**src/rtl/qtree_cfg_loader.sv**
```systemverilog
// Configuration loader for the qtree stage RAMs: turns a stream of {stage, addr, l, m, r}
// records into single-cycle RAM writes, with optional read-back verification.
module qtree_cfg_loader #(
  parameter int STAGES  = 4,
  parameter int A_WIDTH = 8,
  parameter int D_WIDTH = 16,
  parameter int RD_LAT  = 2,
  parameter bit VERIFY  = 1'b1
) (
  input  logic                          clk_i,
  input  logic                          rst_i,
  input  logic                          cfg_valid_i,
  output logic                          cfg_ready_o,
  input  logic [7:0]                    cfg_stage_i,
  input  logic [A_WIDTH-1:0]            cfg_addr_i,
  input  logic [3*D_WIDTH-1:0]          cfg_data_i,
  input  logic                          cfg_last_i,
  output logic [STAGES-1:0]             wr_en_o,
  output logic [STAGES-1:0]             rd_en_o,
  output logic [A_WIDTH-1:0]            ram_addr_o,
  output logic [3*D_WIDTH-1:0]          ram_wdata_o,
  input  logic [STAGES*3*D_WIDTH-1:0]   ram_rdata_i,
  output logic                          busy_o,
  output logic                          done_o,
  output logic                          mismatch_o,
  output logic                          bad_stage_o,
  output logic [8+A_WIDTH-1:0]          err_addr_o,
  output logic [15:0]                   wr_cnt_o
);

  localparam int         WW       = 3 * D_WIDTH;
  localparam int         WCW      = (RD_LAT > 2) ? $clog2(RD_LAT) : 1;
  localparam logic [7:0] STAGES_W = 8'(STAGES);

  typedef enum logic [2:0] {
    S_IDLE,
    S_WR,
    S_RD,
    S_WAIT,
    S_CHK
  } state_t;

  state_t               r_state;
  logic [7:0]           r_stage;
  logic [A_WIDTH-1:0]   r_addr;
  logic [WW-1:0]        r_data;
  logic                 r_last;
  logic [STAGES-1:0]    r_wr_en;
  logic [STAGES-1:0]    r_rd_en;
  logic                 r_busy;
  logic                 r_done;
  logic                 r_mismatch;
  logic                 r_bad_stage;
  logic [8+A_WIDTH-1:0] r_err_addr;
  logic [15:0]          r_wr_cnt;
  logic [WCW-1:0]       r_wait_cnt;

  logic                 w_accept;
  logic                 w_stage_ok;
  logic                 w_err_seen;
  logic [WW-1:0]        w_rd_word;
  logic                 w_cmp_fail;

  function automatic logic [STAGES-1:0] f_onehot(input logic [7:0] stage);
    logic [STAGES-1:0] oh;
    oh = '0;
    for (int i = 0; i < STAGES; i++) begin
      if (stage == 8'(i)) oh[i] = 1'b1;
    end
    return oh;
  endfunction

  assign cfg_ready_o = (r_state == S_IDLE) && !rst_i;
  assign w_accept    = cfg_valid_i && cfg_ready_o;
  assign w_stage_ok  = cfg_stage_i < STAGES_W;
  assign w_err_seen  = r_mismatch || r_bad_stage;

  // Select the addressed stage's read word; r_stage is always in range once latched past IDLE.
  always_comb begin
    w_rd_word = '0;
    for (int i = 0; i < STAGES; i++) begin
      if (r_stage == 8'(i)) w_rd_word = ram_rdata_i[i*WW +: WW];
    end
  end

  assign w_cmp_fail = (w_rd_word != r_data);

  // NOTE: all state and outputs are updated with non-blocking assignments so every
  // branch below reads the pre-edge values, independent of statement order.
  always_ff @(posedge clk_i or posedge rst_i) begin
    if (rst_i) begin
      r_state     <= S_IDLE;
      r_stage     <= '0;
      r_addr      <= '0;
      r_data      <= '0;
      r_last      <= 1'b0;
      r_wr_en     <= '0;
      r_rd_en     <= '0;
      r_busy      <= 1'b0;
      r_done      <= 1'b0;
      r_mismatch  <= 1'b0;
      r_bad_stage <= 1'b0;
      r_err_addr  <= '0;
      r_wr_cnt    <= '0;
      r_wait_cnt  <= '0;
    end else begin
      r_done <= 1'b0;
      unique case (r_state)
        S_IDLE: begin
          if (w_accept) begin
            r_stage <= cfg_stage_i;
            r_addr  <= cfg_addr_i;
            r_data  <= cfg_data_i;
            r_last  <= cfg_last_i;
            if (w_stage_ok) begin
              r_wr_en <= f_onehot(cfg_stage_i);
              r_busy  <= 1'b1;
              r_state <= S_WR;
            end else begin
              // Dropped record still completes a load if it was the last one.
              r_bad_stage <= 1'b1;
              if (!w_err_seen) r_err_addr <= {cfg_stage_i, cfg_addr_i};
              r_done <= cfg_last_i;
              r_busy <= !cfg_last_i;
            end
          end
        end

        S_WR: begin
          r_wr_en <= '0;
          if (r_wr_cnt != 16'hFFFF) r_wr_cnt <= r_wr_cnt + 16'd1;
          if (VERIFY) begin
            r_rd_en <= f_onehot(r_stage);
            r_state <= S_RD;
          end else begin
            r_done  <= r_last;
            if (r_last) r_busy <= 1'b0;
            r_state <= S_IDLE;
          end
        end

        S_RD: begin
          r_rd_en <= '0;
          if (RD_LAT == 1) begin
            r_state <= S_CHK;
          end else begin
            r_wait_cnt <= WCW'(RD_LAT - 2);
            r_state    <= S_WAIT;
          end
        end

        S_WAIT: begin
          if (r_wait_cnt == '0) r_state <= S_CHK;
          else                  r_wait_cnt <= r_wait_cnt - 1'b1;
        end

        S_CHK: begin
          if (w_cmp_fail) begin
            r_mismatch <= 1'b1;
            if (!w_err_seen) r_err_addr <= {r_stage, r_addr};
          end
          r_done  <= r_last;
          if (r_last) r_busy <= 1'b0;
          r_state <= S_IDLE;
        end

        default: r_state <= S_IDLE;
      endcase
    end
  end

  assign wr_en_o     = r_wr_en;
  assign rd_en_o     = r_rd_en;
  assign ram_addr_o  = r_addr;
  assign ram_wdata_o = r_data;
  assign busy_o      = r_busy;
  assign done_o      = r_done;
  assign mismatch_o  = r_mismatch;
  assign bad_stage_o = r_bad_stage;
  assign err_addr_o  = r_err_addr;
  assign wr_cnt_o    = r_wr_cnt;

endmodule

```
**config.mk**
```make
export PLATFORM = sky130hd
export DESIGN_NAME = qtree_cfg_loader
export DESIGN_NICKNAME = d
export VERILOG_FILES = /design/src/rtl/qtree_cfg_loader.sv
export SDC_FILE = /design/constraint.sdc
export NUM_CORES = 1
export LEC_CHECK = 0
export CORE_AREA = 2 2 142 144
export CTS_BUF_LIST = sky130_fd_sc_hd__clkbuf_16
export CTS_CLUSTER_DIAMETER = 120
export DETAILED_ROUTE_END_ITERATION = 10
export DIE_AREA = 0 0 144 146
export PLACE_DENSITY = 0.74
export SKIP_LAST_GASP = 1
export SYNTH_ARGS = -nofsm -noshare
export SYNTH_HDL_FRONTEND = slang
export SYNTH_SLANG_ARGS = --single-unit
```
**constraint.sdc**
```tcl
create_clock -name clk_i -period 6.1 [get_ports clk_i]
set_input_delay 0.915 -clock clk_i [delete_from_list [all_inputs] [get_ports clk_i]]
set_output_delay 0.915 -clock clk_i [all_outputs]
set_load 0.02 [all_outputs]
```
=== Yosys cells after proc, flatten, opt, wreduce, memory -nomap -nowiden ===
Index checks and enable logic that the tools add are counted.

* Bits of input ports: 260
* Flip-flop bits (word level): 113
* Logic and storage cells: 93

* Multiplexer cells: 35
* $add $sub $neg: 2
* Equality and inequality tests: 20
* Bitwise logic cells: 1
* Reduce and logical (&&, ||, !) cells: 20
* Magnitude comparators: 1

{| class="wikitable"
|+ Operators with widths
! kind !! count
|-
| 48-bit two-way mux || 4
|-
| 16-bit two-way mux || 5
|-
| 48-bit != test || 1
|-
| 8-bit by 2-bit equality test with 1-bit output, second input constant || 4
|-
| 16-bit case mux with 2 select lines || 1
|-
| 16-bit by 1-bit adder with 16-bit output, second input constant || 1
|-
| 8-bit by 1-bit equality test with 1-bit output, second input constant || 2
|-
| 8-bit logical NOT || 2
|-
| 16-bit != test, second input constant || 1
|-
| 2-bit != test, second input constant || 8
|-
| 4-bit case mux with 2 select lines || 2
|-
| 1-bit two-way mux || 14
|-
| 3-bit case mux with 4 select lines || 1
|-
| 3-bit AND reduction || 4
|-
| 3-bit two-way mux || 3
|-
| 8-bit by 3-bit < comparator with 1-bit output, second input constant || 1
|-
| 4-bit two-way mux || 2
|-
| 2-bit nonzero test || 4
|-
| 3-bit by 2-bit equality test with 1-bit output, second input constant || 2
|-
| 1-bit case mux with 2 select lines || 3
|-
| 2-bit AND reduction || 3
|-
| 6-bit AND reduction || 1
|-
| 3-bit by 1-bit equality test with 1-bit output, second input constant || 1
|-
| 3-bit equality test, second input constant || 1
|-
| 6 further kinds || 8
|}

=== Longest topological paths before layout ===
* Word-level depth: 8
* Mapped depth: 12
* Depth with buffers taken out: 8

=== Worst setup path after synthesis ===
No wires, ideal clock.

* Path kind: input to register
* Start: input port ram_rdata_i[165]
* End: register r_err_addr[0], in the netlist err_addr_o[0]
* Arrival: 3.086 ns
* Data required time: 5.975 ns
* Cell stages on the path: 9
* Path buffers: 1
* Library setup time: 0.125 ns
* Path slack: 2.888 ns
* Path through: mux4_2 -> o211a_1 -> o22a_1 -> o21ai_1 -> nand4_1 -> nor4_4 -> a311oi_4 -> buf_6 -> mux2_4

* Word-level cells in the longest chain between the ends: 4

{| class="wikitable"
|+ RTL lines
! item !! line !! text
|-
| from (decl) || 22 || <nowiki>input logic [STAGES*3*D_WIDTH-1:0] ram_rdata_i,</nowiki>
|-
| 48-bit two-way mux || 82 || <nowiki>if (r_stage == 8'(i)) w_rd_word = ram_rdata_i[i*WW +: WW];</nowiki>
|-
| 48-bit != test || 86 || <nowiki>assign w_cmp_fail = (w_rd_word != r_data);</nowiki>
|-
| 2-bit != test (no source line) || - ||
|-
| 6-bit AND reduction (no source line) || - ||
|-
| to (signal assigned) || 122 || <nowiki>if (!w_err_seen) r_err_addr <= {cfg_stage_i, cfg_addr_i};</nowiki>
|-
| to (signal assigned) || 160 || <nowiki>if (!w_err_seen) r_err_addr <= {r_stage, r_addr};</nowiki>
|-
| to (decl) || 54 || <nowiki>logic [8+A_WIDTH-1:0] r_err_addr;</nowiki>
|}

Every way passes these cells.
A chain may end at the register's enable or synchronous reset.

=== Final worst setup path ===
* Start: register r_stage[7]
* End: register r_err_addr[15], in the netlist err_addr_o[15]

* Word-level cells in the longest chain between the ends: 8
* Elaborated cells on any way between the ends: 14
* Those cells by class: 5 x eq/ne; 7 x mux; 2 x reduce/logical

{| class="wikitable"
|+ RTL lines
! item !! line !! text
|-
| from (decl) || 44 || <nowiki>logic [7:0] r_stage;</nowiki>
|-
| from (signal assigned) || 111 || <nowiki>r_stage <= cfg_stage_i;</nowiki>
|-
| 8-bit logical NOT || 82 ||
|-
| 48-bit two-way mux (4 in a row) || 82 ||
|-
| 48-bit != test || 86 ||
|-
| 2-bit != test (no source line) || - ||
|-
| 6-bit AND reduction (no source line) || - ||
|}

Parallel ways exist; a longest one is shown, timed or not. The select of a mux whose other input is x is not followed.

==> results.txt <==
Status: complete, no violations
Starting Density: 36.6%
# setup viols final: 0
Worst hold path class: register to register
Total Power: 0.00455 W
Routability cong.: 0.854
Post-CTS Resized: 0
Buf+Inv Stages, Crit Path: 1
Total core area: 0.0193 mm2
DIE AREA: 0.0210 mm2
Slowest cell on the critical path: and2_2
Multi-input gate area: 0.00400 mm2
Synth Cell Area: 0.00707 mm2
Drt first-iter violations: 372
Maximum VDD drop: 0.214 mV
NumNets Final: 1,332
Drt wl/cell: 19.8 um
Total number of vias: 7,057
CP max stage delay: 820 ps
Most common cell after layout, fill and taps aside: clkdlybuf4s50_1
Largest delay share family, worst path: simple AND/OR/NAND/NOR gates
Vias in the first global route: 7,135
Postcts setup bufs: 0
Worst-path clk slew: 80 ps
Root Buffer: clkbuf_16
Synth async-reset ratio: 100%
Post-detail-place hpwl: 19.9 mm
Seq/Total Area, Yosys: 39.6%
Syn Area/Cell: 9.66 um2
EDFF count, synth: 0
Period utilization: 65.8%
RSZ-0062 raised after global routing: false
Arr. time, crit path: 4260 ps
CTS tree: yes
Htree depth: 3
First-pass GRT wire length: 40.1 mm
DP Worst Slack: 2070 ps
Ant. Diodes: 0
Share of cells above drive strength 1: 10.3%
Syn_nets: 993
Final hold viol count: 0
Initial antenna violation count: 0
Final setup TNS: 0 ps
Number of cell rows: 51
FF+latch count, synth: 112
GRT Resource Usage Total: 24.8%
Largest net degree at the start of global routing: 77
Rel. slew slack: 37.4%
Area after DPL: 0.0109 mm2
# clock sinks: 112
Fmax: 249 MHz
Top FF cell, synth: dfrtp_1
IO Pins: 361
Via density: 5.26
Crit Path Max Fanout: 40
Post-route cell area: 0.0111 mm2
Final Core Density: 57.6%
CTS Buf Count: 9
Critical path class: register to register
PD cells: 408 mW/mm2
Max Cap Viol: 0
Crit. End Element: register
Die Y: 146 um
Crit-path cells: nor4_4 > and2_2 > nand3_1 > o311ai_1 > nand4_1 > nor4_4 > a311oi_4 > buf_4 > mux2_4
Critical path required time: 6350 ps
Skew final: 7.72 ps
Netlist cell types: 60
Final Max Slew Viols: 0
Die width: 144 um
Final worst slack: 2090 ps
Hold-fix buffers, CTS: 0
Mapped Cells: 732
Crit start category: register
Port Buf Inserts: 360
P_leak: 4.56 nW
Clk_lat worst skew: 360 ps
DRT Pass-1 Iters: 5
Tmin final: 4010 ps
Sequential Area: 0.00281 mm2
Area Overhead vs Synth: 57.4%
Slew @ Worst Pin: 936 ps
Yosys warns: 0
Routed Antenna Nets: 0
Final WL: 26.6 mm
Most frequent cells in the layout: 360 x clkdlybuf4s50_1, 216 x nand2_1, 110 x dfrtp_1
Critical path's most frequent cell: nor4_4
Fillers: 1,690
Global route overflow: 0
Clock buffer depth: 2
DRC errors left: 0
[metrics by stage]
stage               hold slack (ps)  cells
CTS                             491   1341
detailed placement              470   1325
floorplan                       446    732
global placement                460   1325
finish                          491   1341
global route                    518   1341
[power breakdown]
part	leakage (nW)	internal [W]	total, W	switching (W)
clock	0.141	0.000283	0.000586	0.000303
sequential	1.42	0.00101	0.00146	0.000443
combinational	3.00	0.00124	0.00250	0.00126
total	4.56	0.00254	0.00455	0.00200
[cell families after synthesis]
| kind of cell | after synthesis | synth area share (%) |
|---|---|---|
| and+or+nand+nor | 370 | 23.8 |
| DFF | 112 | 39.6 |
| muxes | 89 | 20.8 |
| buffers and inverters | 52 | 3.96 |
| xor gates and xnor gates | 34 | 4.21 |
| AOI/OAI and AO/OA | 74 | 7.40 |
| adders and majority gates | 1 | 0.177 |
[registers in the layout, indices dropped and copies added (netlist names)]
| name | flops |
|---|---|
| mismatch_o | 1 |
| wr_en_o | 4 |
| rd_en_o | 4 |
| wr_cnt_o | 16 |
| busy_o | 1 |
| bad_stage_o | 1 |
| r_stage | 8 |
| ram_addr_o | 8 |
| err_addr_o | 16 |
| done_o | 1 |
| r_last | 1 |
| ram_wdata_o | 48 |
| r_state | 3 |
[cell usage after synthesis, drive strengths merged (3+ instances only)]
cell type | number | area share [%]
a21o | 3 | 0.32
a21oi | 12 | 0.85
and3 | 3 | 0.27
buf | 23 | 2.4
clkbuf | 18 | 0.96
dfrtp | 112 | 40
inv | 11 | 0.58
mux2 | 34 | 5.9
mux2i | 15 | 2.1
mux4 | 40 | 13
nand2 | 217 | 12
nand2b | 3 | 0.27
nand3 | 30 | 2.1
nand4 | 24 | 2.1
nand4b | 4 | 0.50
nor2 | 49 | 2.6
nor3 | 10 | 0.71
nor3b | 11 | 1.2
nor4 | 8 | 1.3
o21ai | 21 | 1.5
o22ai | 3 | 0.27
o311ai | 11 | 1.4
o31ai | 3 | 0.32
xnor2 | 27 | 3.3
xor2 | 7 | 0.87
[final timing paths]
| path | to | cells after the start | start | slack (ps) |
|---|---|---|---|---|
| setup / recovery | err_addr_o[15] | 9 | r_stage[7] | 2090 |
| hold / removal | r_last | 2 | r_last | 490 |
| setup reg to reg | err_addr_o[15] | 9 | r_stage[7] | 2090 |
| hold reg to reg | r_last | 2 | r_last | 490 |
| max in group asynchronous | ram_wdata_o[33] | 3 | rst_i | 3770 |
| min in group asynchronous | r_stage[0] | 2 | rst_i | 1030 |
[final cells by class]
type	count	share of cell area, %
clock buffers	9	2.02
clock inverters	7	0.483
inverters	11	0.393
multi-input cells	568	35.9
flip-flops and latches	112	25.2
well taps	265	2.98
repair buffers	369	33.0
[tightest hold or removal path, cell delays in order (launching register included)]
cell	delay (ps)
dfrtp_1	350
nand2_1	50
nand2_1	60
[per-layer routing]
metal	routed length (um)	global-route usage, %	up-vias	part of all wire (%)
met4	508	6.42	0	1.9
li1	-	-	3277	-
met5	0	0	-	0
met3	2320	5.86	30	8.7
met1	10800	31.7	3430	41
met2	12900	42.0	320	49
Power figures use the tool's default switching activity.
